## config.mk

```make
export PLATFORM = sky130hd
export DESIGN_NAME = lifo_1r1w
export DESIGN_NICKNAME = d
export VERILOG_FILES = /design/src/rtl/lifo_1r1w.sv
export SDC_FILE = /design/constraint.sdc
export NUM_CORES = 1
export LEC_CHECK = 0
export BUFFER_PORTS_ARGS = -buffer_cell sky130_fd_sc_hd__buf_2
export CAP_MARGIN = 20
export CORE_ASPECT_RATIO = 1.25
export CORE_MARGIN = 3
export CORE_UTILIZATION = 50
export CTS_CLUSTER_DIAMETER = 150
export DETAILED_ROUTE_END_ITERATION = 16
export PLACE_DENSITY = 0.72
export SYNTH_ARGS = -nofsm -noshare
export SYNTH_HDL_FRONTEND = slang
export SYNTH_SLANG_ARGS = --single-unit
```

## constraint.sdc

```tcl
create_clock -name clk_i -period 5.91 [get_ports clk_i]
set_input_delay 0.591 -clock clk_i [delete_from_list [all_inputs] [get_ports clk_i]]
set_output_delay 0.591 -clock clk_i [all_outputs]
set_load 0.01 [all_outputs]
```

## src/rtl/lifo_1r1w.sv

```systemverilog
// lifo_1r1w: ready/valid LIFO stack, one push and one pop per cycle.
// The top of stack is read asynchronously from the register array.
// A simultaneous push and pop replaces the top element in place.
module lifo_1r1w #(
    parameter int unsigned width_p      = 8,
    parameter int unsigned depth_log2_p = 4
) (
    input  logic                    clk_i,
    input  logic                    reset_ni,
    input  logic                    flush_i,
    input  logic [width_p-1:0]      data_i,
    input  logic                    valid_i,
    output logic                    ready_o,
    output logic                    valid_o,
    output logic [width_p-1:0]      data_o,
    input  logic                    ready_i,
    output logic [depth_log2_p:0]   count_o
);

    localparam int unsigned depth_lp  = 1 << depth_log2_p;
    // Index is kept at least one bit wide so a single-entry stack still elaborates.
    localparam int unsigned idx_w_lp  = (depth_log2_p > 0) ? depth_log2_p : 1;
    localparam logic [depth_log2_p:0] depth_c   = (depth_log2_p+1)'(depth_lp);
    localparam logic [depth_log2_p:0] cnt_one_c = (depth_log2_p+1)'(1);

    logic [width_p-1:0]     mem_q [depth_lp];
    logic [depth_log2_p:0]  count_q, count_d;
    logic [idx_w_lp-1:0]    top_idx, push_idx, wr_idx;
    logic                   push, pop, we;

    assign ready_o  = (count_q != depth_c);
    assign valid_o  = (count_q != '0);
    assign count_o  = count_q;
    assign push     = valid_i & ready_o;
    assign pop      = valid_o & ready_i;
    assign top_idx  = idx_w_lp'(count_q - cnt_one_c);
    assign push_idx = idx_w_lp'(count_q);
    assign data_o   = valid_o ? mem_q[top_idx] : '0;

    // Next occupancy and write select; flush overrides any push or pop.
    always_comb begin
        count_d = count_q;
        we      = 1'b0;
        wr_idx  = push_idx;
        if (flush_i) begin
            count_d = '0;
        end else if (push && pop) begin
            we     = 1'b1;
            wr_idx = top_idx;
        end else if (push) begin
            we      = 1'b1;
            count_d = count_q + cnt_one_c;
        end else if (pop) begin
            count_d = count_q - cnt_one_c;
        end
    end

    // Occupancy register, cleared asynchronously.
    always_ff @(posedge clk_i or negedge reset_ni) begin
        if (!reset_ni) begin
            count_q <= '0;
        end else begin
            count_q <= count_d;
        end
    end

    // Storage array, intentionally not reset.
    always_ff @(posedge clk_i) begin
        if (we) begin
            mem_q[wr_idx] <= data_i;
        end
    end

endmodule
```

==> qor.csv <==
stage;metric;value;unit
status;status;finished clean;
timing;setup TNS;0;ns
timing;Max-slew headroom;0.304;
placed_design;hpwl dp;8230;um
pwr;worst vdd ir;0.287;mV
cts;Sink Count;133;
timing;worst clock skew;0.00469;ns
route;Detail Route Antenna Nets;0;
worst_setup_path;Worst EP arrival;3.99;ns
yosys;register area share after synthesis;0.683;
route;vias per cell;6.23;
worst_setup_path;crit path cell chain;buf_4 > inv_1 > ha_1 > xor2_2 > mux4_2 > mux2i_1 > o32ai_1 > buf_2;
cts;Root Buffer;clkbuf_16;
yosys;ys async rst share;0.0376;
pwr;total power density per cell area;522;nW/um2
finish;fin area;6650;um2
timing;final cycle utilization of the critical path;0.776;
floorplanning;Initial Util;0.517;
finish;Layout Cells excl Fill;544;
worst_setup_path;Data required, critical path;5.32;ns
pwr;Leak;0.00225;uW
global_routing;largest net degree at the start of global routing;38;
finish;fillers;840;
route;Detailed Route Iter0 Violations;325;
floorplanning;Core Box Area;11200;um2
yosys;Yosys cell types;54;
worst_setup_path;CP Class;register to output pin;
cts;Post-CTS Setup Repair Bufs;0;
yosys;Post-Syn Area;5810;um2
placed_design;routability cong.;0.877;
route;DRC violations left;0;
finish;commonest non-fill, non-tap cell in the layout;edfxtp_1;
floorplanning;Die Height;127;um
timing;unrepaired setup endpoints after global routing;false;
placed_design;PortBufs;27;
floorplanning;IO Count;28;
cts;H-tree depth;4;
worst_setup_path;startpoint types;register;
finish;diode count;0;
route;total number of vias;3387;
route;Routed Wire Length;12500;um
floorplanning;Cell Rows;43;
worst_setup_path;CP max stage cell;xor2_2;
cts;deepest clock path buffer count;2;
timing;Final Max Slew Viols;0;
finish;Register Area;3970;um2
route;drt wl/cell;23.0;um
worst_hold_path;worst min-delay path class;input pin to register;
yosys;post-synthesis cell count;364;
finish;area grow syn2layout;14.5;%
timing;endpoints failing setup;0;
route;DR pass1 iterations;5;
cts;clk slew on worst S/H paths;0.06;ns
worst_setup_path;critical path capture point type;output pin;
timing;Final Hold Fails;0;
yosys;synth warn;0;
yosys;Syn Area/Cell;16.0;um2
global_routing;Tot GR Track Use;0.204;
timing;post-route setup slack;1.33;ns
worst_setup_path;slowest cell delay on critical path;0.85;ns
global_routing;first-pass GRT wire length;19000;um
cts;CTS-repair resized insts;0;
flow_run;Max Cap Viol;0;
global_routing;GRT overflow;0;
timing;slew of the pin with the lowest slew margin;1.04;ns
worst_setup_path;CP Max Fanout;30;
finish;commonest cells after routing, fill and taps aside;edfxtp_1 (128), buf_2 (28), nor2_1 (23), mux2i_1 (21), clkbuf_16 (17);
floorplanning;Die Span X;102;um
floorplanning;die area;13000;um2
finish;area of the multi-input gates;1700;um2
timing;fin crit period;4.58;ns
timing;Min Hold Slack;0.467;ns
cts;clock latency on the worst-skew pair;0.41;ns
cts;CTS tree;done;
finish;nets;411;
timing;max frequency;0.218;GHz
yosys;#FFs+latches synth;133;
placed_design;placed cell area;6040;um2
placed_design;Post-Place Cells;506;
yosys;synthesized net count;379;
finish;fraction of layout cells with a size suffix above 1;0.264;
cts;TritonCTS Buffers;17;
yosys;Post-synth EDFFs;128;
global_routing;vias in the first global route;3347;
cts;Hold Buf Count CTS;1;
global_routing;antenna violations before repair;0;
yosys;Synth Flop Type;edfxtp_1;
placed_design;pre-CTS WS;1.47;ns
-- path summary, 6_finish.rpt --
| check | cells after the start | start | endpoint | slack (ns) |
|---|---|---|---|---|
| worst max-delay path | 8 | count_o[0] | data_o[4] | 1.33 |
| worst min-delay path | 2 | flush_i | count_o[4] | 0.47 |
| worst max register to register | 8 | count_o[0] | mem_q[7][4] | 2.19 |
| worst min register to register | 2 | count_o[4] | count_o[4] | 0.76 |
| max in group asynchronous | 2 | reset_ni | count_o[4] | 5.26 |
| min in group asynchronous | 2 | reset_ni | count_o[3] | 0.52 |
-- area by class of cell --
type / instances / area share
clock buffers: 18 / 0.0645
flip-flops and latches: 133 / 0.597
clock inverters: 14 / 0.0205
repair buffers: 40 / 0.0350
well taps: 135 / 0.0254
multi-input cells: 201 / 0.256
inverters: 3 / 0.00169
-- power by group --
group	internal [uW]	switching (uW)	leakage, uW
combinational	576	797	0.000757
clock	616	375	0.000269
sequential	1070	38.3	0.00122
-- flip-flops by register name (all words and copies together) (netlist names) --
register	flops
mem_q	128
count_o	5
-- through the flow --
| stage | power [uW] | util |
|---|---|---|
| finish | 3480 | 0.592 |
| global route | 3650 | 0.592 |
| CTS | 3480 | 0.588 |
| detailed placement | 2490 | 0.537 |
| global placement | 2480 | 0.537 |
| floorplan | 2120 | - |
-- cell usage after synthesis (4+ instances only) --
cell / number / area share
mux2_2: 16 / 0.031
o32ai_1: 8 / 0.012
mux2i_1: 21 / 0.036
and2_1: 8 / 0.0086
dfrtp_1: 5 / 0.022
nor2b_1: 4 / 0.0043
edfxtp_1: 128 / 0.66
buf_2: 8 / 0.0069
nor3_1: 11 / 0.0095
nor2_1: 23 / 0.015
clkbuf_1: 13 / 0.0084
nand2b_1: 4 / 0.0043
nand3_1: 10 / 0.0086
mux4_2: 16 / 0.062
a2111oi_0: 8 / 0.012
o22ai_1: 9 / 0.0097
o21bai_1: 4 / 0.0052
o21ai_0: 10 / 0.0086
a21oi_1: 5 / 0.0043
nand2_1: 7 / 0.0045
-- cells by family after synthesis --
kind of cell	after synthesis	share of synthesized area
AO/OA/AOI/OAI	57	0.0707
XOR/XNOR	3	0.00582
adder cells (fa/ha/maj)	2	0.00431
buffers and inverters	30	0.0233
flip-flops	133	0.683
multiplexers	55	0.133
AND/OR/NAND/NOR	84	0.0795
-- worst max-delay path: cells and delay by family, from the launching register on --
family                   cells  cell delay [ns]
multiplexers                 2             0.71
AO/OA/AOI/OAI                1             0.16
flip-flops                   1             0.36
buffers and inverters        3             0.88
XOR/XNOR                     1             0.85
adder cells (fa/ha/maj)      1             0.62
-- metal layers --
metal | vias up | GRT usage | wire length (um) | share of wire
met5 | - | 0 | 0 | 0
met4 | 0 | 0.0749 | 289 | 0.023
met3 | 25 | 0.0479 | 633 | 0.051
met2 | 122 | 0.327 | 6330 | 0.51
met1 | 1709 | 0.272 | 5260 | 0.42
li1 | 1531 | - | - | -
No activity file was read; power rests on OpenSTA's default activity.
